**src/rtl/ped_req_arbiter.sv**
```systemverilog
// rtl/ped_req_arbiter.sv - pedestrian request scheduler feeding traffic_control PA/PB
module ped_req_arbiter #(
  parameter int N_BTN       = 2,
  parameter int ACK_TIMEOUT = 40,
  parameter int MAX_RETRY   = 3
) (
  input  logic             CLK,
  input  logic             reset,
  input  logic             ERR,
  input  logic [N_BTN-1:0] BTN_A,
  input  logic [N_BTN-1:0] BTN_B,
  input  logic             RA,
  input  logic             RB,
  output logic             PA,
  output logic             PB,
  output logic             PEND_A,
  output logic             PEND_B,
  output logic             FAULT
);

  typedef enum logic [2:0] {
    IDLE, ISSUE_A, ISSUE_B, WAIT_ACK_A, WAIT_ACK_B, WALK_A, WALK_B
  } state_t;

  localparam logic [7:0] TMO_LAST  = 8'(ACK_TIMEOUT - 1);
  localparam logic [2:0] RETRY_MAX = 3'(MAX_RETRY);

  state_t     state_q, state_d;
  logic [7:0] tmo_q, tmo_d;
  logic [2:0] retry_q, retry_d;
  logic       last_b_q, last_b_d;
  logic       hist_a_q, hist_b_q, ra_q, rb_q;
  logic       pend_a_q, pend_a_d, pend_b_q, pend_b_d;
  logic       fault_q, fault_d, pa_q, pb_q;
  logic       btn_a, btn_b, press_a, press_b, fall_a, fall_b;
  logic       go_a, go_b, drop_a, drop_b;

  assign btn_a   = |BTN_A;
  assign btn_b   = |BTN_B;
  assign press_a = btn_a & ~hist_a_q;
  assign press_b = btn_b & ~hist_b_q;
  assign fall_a  = ra_q & ~RA;
  assign fall_b  = rb_q & ~RB;
  // A request whose walk ends this very cycle is already served.
  assign go_a    = pend_a_q & ~fall_a;
  assign go_b    = pend_b_q & ~fall_b;

  always_comb begin
    state_d  = state_q;
    tmo_d    = tmo_q;
    retry_d  = retry_q;
    last_b_d = last_b_q;
    fault_d  = fault_q;
    drop_a   = 1'b0;
    drop_b   = 1'b0;
    case (state_q)
      IDLE: begin
        // Hold off while any walk is running; traffic_control is busy.
        if (!RA && !RB) begin
          if (go_a && (!go_b || last_b_q)) state_d = ISSUE_A;
          else if (go_b)                   state_d = ISSUE_B;
        end
      end
      ISSUE_A: begin
        tmo_d   = 8'd0;
        state_d = WAIT_ACK_A;
      end
      ISSUE_B: begin
        tmo_d   = 8'd0;
        state_d = WAIT_ACK_B;
      end
      WAIT_ACK_A: begin
        if (RA) begin
          state_d = WALK_A;
        end else if (fall_a) begin
          last_b_d = 1'b0;
          retry_d  = 3'd0;
          state_d  = IDLE;
        end else if (tmo_q == TMO_LAST) begin
          if (retry_q < RETRY_MAX) begin
            retry_d = retry_q + 3'd1;
            state_d = ISSUE_A;
          end else begin
            drop_a  = 1'b1;
            fault_d = 1'b1;
            retry_d = 3'd0;
            state_d = IDLE;
          end
        end else begin
          tmo_d = tmo_q + 8'd1;
        end
      end
      WAIT_ACK_B: begin
        if (RB) begin
          state_d = WALK_B;
        end else if (fall_b) begin
          last_b_d = 1'b1;
          retry_d  = 3'd0;
          state_d  = IDLE;
        end else if (tmo_q == TMO_LAST) begin
          if (retry_q < RETRY_MAX) begin
            retry_d = retry_q + 3'd1;
            state_d = ISSUE_B;
          end else begin
            drop_b  = 1'b1;
            fault_d = 1'b1;
            retry_d = 3'd0;
            state_d = IDLE;
          end
        end else begin
          tmo_d = tmo_q + 8'd1;
        end
      end
      WALK_A: begin
        if (fall_a) begin
          last_b_d = 1'b0;
          retry_d  = 3'd0;
          state_d  = IDLE;
        end
      end
      WALK_B: begin
        if (fall_b) begin
          last_b_d = 1'b1;
          retry_d  = 3'd0;
          state_d  = IDLE;
        end
      end
      default: state_d = IDLE;
    endcase
  end

  // A walk ending on the same edge as a press wins; that press is lost.
  always_comb begin
    pend_a_d = pend_a_q;
    pend_b_d = pend_b_q;
    if (fall_a || drop_a)    pend_a_d = 1'b0;
    else if (press_a && !RA) pend_a_d = 1'b1;
    if (fall_b || drop_b)    pend_b_d = 1'b0;
    else if (press_b && !RB) pend_b_d = 1'b1;
  end

  always_ff @(posedge CLK) begin
    if (reset) begin
      state_q  <= IDLE;
      tmo_q    <= 8'd0;
      retry_q  <= 3'd0;
      last_b_q <= 1'b1;
      hist_a_q <= btn_a;
      hist_b_q <= btn_b;
      ra_q     <= RA;
      rb_q     <= RB;
      pend_a_q <= 1'b0;
      pend_b_q <= 1'b0;
      fault_q  <= 1'b0;
      pa_q     <= 1'b0;
      pb_q     <= 1'b0;
    end else begin
      hist_a_q <= btn_a;
      hist_b_q <= btn_b;
      ra_q     <= RA;
      rb_q     <= RB;
      if (ERR) begin
        state_q  <= IDLE;
        tmo_q    <= 8'd0;
        retry_q  <= 3'd0;
        pend_a_q <= 1'b0;
        pend_b_q <= 1'b0;
        pa_q     <= 1'b0;
        pb_q     <= 1'b0;
      end else begin
        state_q  <= state_d;
        tmo_q    <= tmo_d;
        retry_q  <= retry_d;
        last_b_q <= last_b_d;
        pend_a_q <= pend_a_d;
        pend_b_q <= pend_b_d;
        fault_q  <= fault_d;
        pa_q     <= (state_d == ISSUE_A);
        pb_q     <= (state_d == ISSUE_B);
      end
    end
  end

  assign PA     = pa_q;
  assign PB     = pb_q;
  assign PEND_A = pend_a_q;
  assign PEND_B = pend_b_q;
  assign FAULT  = fault_q;

endmodule
```
**config.mk**
```make
export PLATFORM = sky130hd
export DESIGN_NAME = ped_req_arbiter
export DESIGN_NICKNAME = d
export VERILOG_FILES = /design/src/rtl/ped_req_arbiter.sv
export SDC_FILE = /design/constraint.sdc
export NUM_CORES = 1
export LEC_CHECK = 0
export BUFFER_PORTS_ARGS = -buffer_cell sky130_fd_sc_hd__buf_2
export CORE_MARGIN = 1
export CORE_UTILIZATION = 45
export DETAILED_ROUTE_END_ITERATION = 16
export PLACE_DENSITY = 0.75
export REMOVE_ABC_BUFFERS = 1
export SLEW_MARGIN = 40
export SYNTH_ARGS = -nofsm -noshare
export SYNTH_HDL_FRONTEND = slang
export SYNTH_SLANG_ARGS = --single-unit
```
**constraint.sdc**
```tcl
create_clock -name CLK -period 1.7 [get_ports CLK]
set_clock_uncertainty 0.1 [all_clocks]
set_input_delay 0.34 -clock CLK [delete_from_list [all_inputs] [get_ports CLK]]
set_output_delay 0.34 -clock CLK [all_outputs]
set_load 0.03 [all_outputs]
```
Word-level counts from Yosys, hierarchy flattened
Cells that the tools add are included.
{"block": "classes", "reduce_logical": 24, "eq_ne": 15, "n_lt_le_gt_ge": 1, "n_mux": 49, "bitwise": 13, "addsub": 2}
{"operator": "$mux 3", "n": 19}
{"operator": "$mux 8", "n": 5}
{"operator": "$pmux 8 s3", "n": 1}
{"operator": "$pmux 3 s7", "n": 1}
{"operator": "$mux 1", "n": 19}
{"operator": "$ne 2x2->1 const B", "n": 6}
{"operator": "$pmux 3 s4", "n": 1}
{"operator": "$reduce_and 5->1", "n": 2}
{"operator": "$eq 3x2->1 const B", "n": 3}
{"operator": "$eq 3x3->1 const B", "n": 3}
{"operator": "$add 8x1->8 const B", "n": 1}
{"operator": "$eq 8x6->1 const B", "n": 1}
{"operator": "$reduce_or 2->1", "n": 4}
{"operator": "$not 1->1", "n": 7}
{"operator": "$and 1x1->1", "n": 6}
{"operator": "$eq 3x1->1 const B", "n": 2}
{"operator": "$reduce_and 6->1", "n": 1}
{"operator": "$reduce_or 3->1", "n": 2}
{"operator": "$logic_and 1x1->1", "n": 4}
{"operator": "$pmux 1 s4", "n": 1}
{"operator": "$reduce_and 4->1", "n": 1}
{"operator": "$reduce_bool 4->1", "n": 1}
{"operator": "$add 3x1->3 const B", "n": 1}
{"operator": "$logic_not 1->1", "n": 3}
{"operator": "7 further kinds", "n": 9}
{"block": "word_totals", "elab_cells": 117, "regBits": 24, "out_inout_bits": 5, "input_bits": 9}

Longest topological paths before layout
{"block": "depth", "word_depth": 11, "mapped_depth": 6, "mapped_depth_nobuf": 6}

Worst setup path before layout
OpenSTA, ideal clock, no wires.
{"block": "synth_timing", "kind": "register to register", "startpoint": "register pend_b_q (netlist: PEND_B)", "endpoint": "register pa_q (netlist: PA)", "setup_time_ns": 0.118, "period_less_slack_ns": 1.743, "setup_slack_ns": -0.043, "arrival_ns": 1.525, "stages_incl_launch_ff": 6, "path_cell_list": "dfxtp_1 or4b_1 a211o_1 o221ai_2 nor3_2 nor3b_2"}
{"block": "synth_via", "elab_chain_cells": 8, "word_cells_on_any_way": 9, "cone_classes": "eq/ne (1); mux (4); bitwise (1); reduce/logical (3)"}
{"element": "start, declared", "line": "33", "source": "logic pend_a_q, pend_a_d, pend_b_q, pend_b_d;"}
{"element": "start signal, assigned", "line": "176", "source": "pend_b_q <= pend_b_d;"}
{"element": "$and 1x1->1 (*)", "line": "46", "source": "assign go_b = pend_b_q & ~fall_b;"}
{"element": "$logic_not 1->1", "line": "60", "source": "if (go_a && (!go_b || last_b_q)) state_d = ISSUE_A;"}
{"element": "$logic_or 1x1->1", "line": "60"}
{"element": "$logic_and 1x1->1", "line": "60"}
{"element": "$mux 3 (*)", "line": "60"}
{"element": "$mux 3 (*)", "line": "59", "source": "if (!RA && !RB) begin"}
{"element": "$pmux 3 s7 (*)", "line": "56", "source": "case (state_q)"}
{"element": "$eq 3x1->1 (*)", "line": "178", "source": "pa_q <= (state_d == ISSUE_A);"}
{"element": "end signal, assigned", "line": "178"}
{"element": "end, declared", "line": "34", "source": "logic fault_q, fault_d, pa_q, pb_q;"}
Every way passes the cells marked *; elsewhere a longest branch is shown, timed or not.
A chain may end at the register's enable or synchronous reset.

Worst setup path after layout
{"block": "layout_timing", "startpoint": "register state_q[0]", "endpoint": "register tmo_q[4]"}
{"block": "layout_via", "elab_chain_cells": 4, "word_cells_on_any_way": 12, "cone_classes": "eq/ne (8); mux (1); reduce/logical (3)"}
{"element": "start, declared", "line": "28", "source": "state_t state_q, state_d;"}
{"element": "start signal, assigned", "line": "171", "source": "state_q <= state_d;"}
{"element": "$eq 3x2->1 or $eq 3x1->1 (tied branches)", "line": "56"}
{"element": "$reduce_or 2->1 (no line)"}
{"element": "$reduce_bool 3->1 (no line)"}
{"element": "$reduce_and 5->1 (no line)"}
{"element": "end signal, assigned", "line": "172", "source": "tmo_q <= tmo_d;"}
{"element": "end, declared", "line": "29", "source": "logic [7:0] tmo_q, tmo_d;"}
Several ways; a longest one is shown, not always the timed one.

==> impl_metrics.json <==
{
  "mostFrequentLayoutCell": "buf_4",
  "period_share": 0.9917,
  "total_leakage_power_nw": 0.7859,
  "htreeDepth": 1,
  "synthCells": 153,
  "gp_congestion": 0.9438,
  "p_sw_mw": 0.2390,
  "port_buffers": 13,
  "dr.first_iter.drc_count": 83,
  "area_growth_pct": 38.27,
  "drt-total-wl_um": 4187,
  "hp-class": "input pin to flop",
  "p_per_area_nw_per_um2": 506.0,
  "avgSynthCellArea_um2": 9.061,
  "p_int_mw": 0.7309,
  "worstSetupPathType": "flop to flop",
  "rows": 19,
  "maxSlewViolCount": 0,
  "slew_headroom": 0.6936,
  "violations": "design-rule violations",
  "clkPwrFrac": 0.326,
  "vias_per_cell": 6.247,
  "stdcell_area_um2": 1917,
  "grt_pass1_wl_um": 6285,
  "pwr-share-comb": 0.088,
  "setup_viol": 0,
  "first_pass_iters": 11,
  "clkTransAtPathRegs_ns": 0.14,
  "die_w_um": 57.51,
  "cp_slowest_cell": "dfxtp_4",
  "root_buffer": "clkbuf_4",
  "hold_depth": 2,
  "die_y_um": 57.51,
  "yosys_warnings": 0,
  "clk_latency_ns": 0.33,
  "final_cell_mix": "35 x buf_4, 19 x dfxtp_1, 13 x nor2_1, 13 x nand2_1, 13 x buf_2",
  "max_freq_ghz": 0.5931,
  "setup_ws_ns": 0.01403,
  "peakVddDrop_mv": 0.3796,
  "holdBufCountCts": 0,
  "grt_overflow_total": 0,
  "dieArea_um2": 3307,
  "clockBufferDepth": 2,
  "grt_setup_unrepaired": "yes",
  "min_period_ns": 1.686,
  "antenna_found_initial": 0,
  "pre_cts_ws_ns": -0.1095,
  "synth-main-ff-cell": "dfxtp_1",
  "critical_path.max_stage_delay_ns": 0.40,
  "worst_slew_pin_slew_ns": 0.4579,
  "grt_max_degree": 14,
  "critPathArrivalTime_ns": 1.81,
  "n_antenna_cell": 0,
  "via_count": 1443,
  "yosys-top-cells-area": "dfxtp_1 35%, nor2_1 3.8%, xnor2_1 3.8%, nand2_1 3.5%, nor3b_1 2.7%",
  "core_area_um2": 2829,
  "drive_gt1_frac": 0.4750,
  "synth_seq_area_share": 0.3466,
  "status": "finished with violations",
  "crit_top_cell": "buf_4",
  "grt_pass1_vias": 1421,
  "path_cells": "buf_4, buf_4, nand3b_4, o22ai_4, nor3_1, xnor2_1, nor2_1",
  "num_io_pins": 14,
  "initial_core_util": 0.4900,
  "cts_sinks": 24,
  "reg2regPathDepth": 7,
  "grt_usage": 0.2467,
  "post_drt_wl_per_cell_um": 18.13,
  "hold_slack_ns": 0.1034,
  "cp_max_fo": 7,
  "place_area_um2": 1667,
  "pwr-share-seq": 0.586,
  "yosysTopAreaCell": "dfxtp_1",
  "synthDominantCellAreaShare": 0.3466,
  "fin_nets": 212,
  "crit_path_end_kind": "flop",
  "drc": 1,
  "ant_nets": 0,
  "switching_share": 0.2464,
  "syn_area_um2": 1386,
  "crit_required_ns": 1.83,
  "max_cap_viol_count": 0,
  "synth_cell_types": 54,
  "cts_tree": "done",
  "ys_ff_latch": 24,
  "start_kind": "flop",
  "final-hold-violation-count": 0,
  "numCtsBuffers": 3,
  "place_hpwl_um": 2668,
  "synth_edf_count": 0,
  "async_flop_share": 0,
  "tns_ns": 0
}
## worst max-delay path: cells and delay by family, from the launching register on
family	cells	cell delay, ns
AND/OR/NAND/NOR	3	0.50
flip-flops	1	0.40
buffers and inverters	2	0.30
XOR/XNOR	1	0.17
AO/OA/AOI/OAI	1	0.11
## cell usage after synthesis, types with 2 or more instances
master,count
buf_4,2
a22o_1,2
o22ai_1,3
o21ai_1,4
and2_1,2
or2_2,3
a21oi_1,5
nor3_1,3
o21ai_0,2
and2b_2,2
a31oi_1,2
o22ai_2,2
nand2b_1,4
nand4_1,5
nor4_2,2
or2b_1,2
and3_1,4
dfxtp_1,24
xnor2_1,6
nand3_1,3
ha_1,2
inv_1,3
o221a_2,2
xor2_1,2
nor2_1,14
nor2b_1,2
buf_6,2
nand2_1,13
nor3b_2,2
nor3b_1,5
## cell families after synthesis
kind of cell,count (synthesis),synth area share
and+or+nand+nor,77,0.3592
adders and majority gates,2,0.01805
buffers and inverters,8,0.03790
xor gates and xnor gates,8,0.05054
AOI/OAI and AO/OA,34,0.1877
DFF,24,0.3466
## worst paths after layout
kind,from,to,slack [ns]
max,state_q[0],tmo_q[4],0.01
min,BTN_A[0],hist_a_q,0.10
max reg2reg,state_q[0],tmo_q[4],0.01
min reg2reg,retry_q[0],retry_q[0],0.42
## state kept, by name, summed over array words and instances (netlist names)
signal    cells
tmo_q         8
PEND_A        1
ra_q          1
state_q       3
PA            1
hist_a_q      1
hist_b_q      1
rb_q          1
retry_q       3
last_b_q      1
FAULT         1
PEND_B        1
PB            1
## stage by stage
step,utilization,instances,power [mW]
after detailed placement,0.5891,221,0.6588
after global routing,0.6776,231,1.003
after global placement,0.5891,221,0.6556
after CTS,0.6112,225,0.9707
final,0.6776,231,0.9699
after floorplan,-,148,0.6166
## metal layers
layer  track usage  up-vias  part of all wire
met5             0        -                 0
met4        0.1289        0             0.038
met3       0.03401       19             0.070
met2        0.4103       64              0.50
met1        0.3094      700              0.39
li1              -      660                 -
## timing repair
| action | CTS | global route |
|---|---|---|
| resized for setup | 8 | 28 |
| pin swaps | 0 | 13 |
| setup buffers | 0 | 6 |
| setup endpoints to repair | 11 | 15 |
## power groups by stage
stage	Clock (mW)	Combinational [mW]	Sequential, mW
floorplan	0	0.0305	0.586
global placement	0	0.0714	0.584
detailed placement	0	0.0738	0.585
CTS	0.323	0.0753	0.573
global route	0.343	0.0910	0.569
finish	0.316	0.0855	0.568
## cell type report
class	count	area [um2]
sequential	24	494.2
inverter	3	11.26
timing repair buffer	48	327.8
tap	31	38.79
clock buffer	4	36.28
multi-input combinational	121	1008
fill	199	912.1
(Power assumes the default switching activity.)
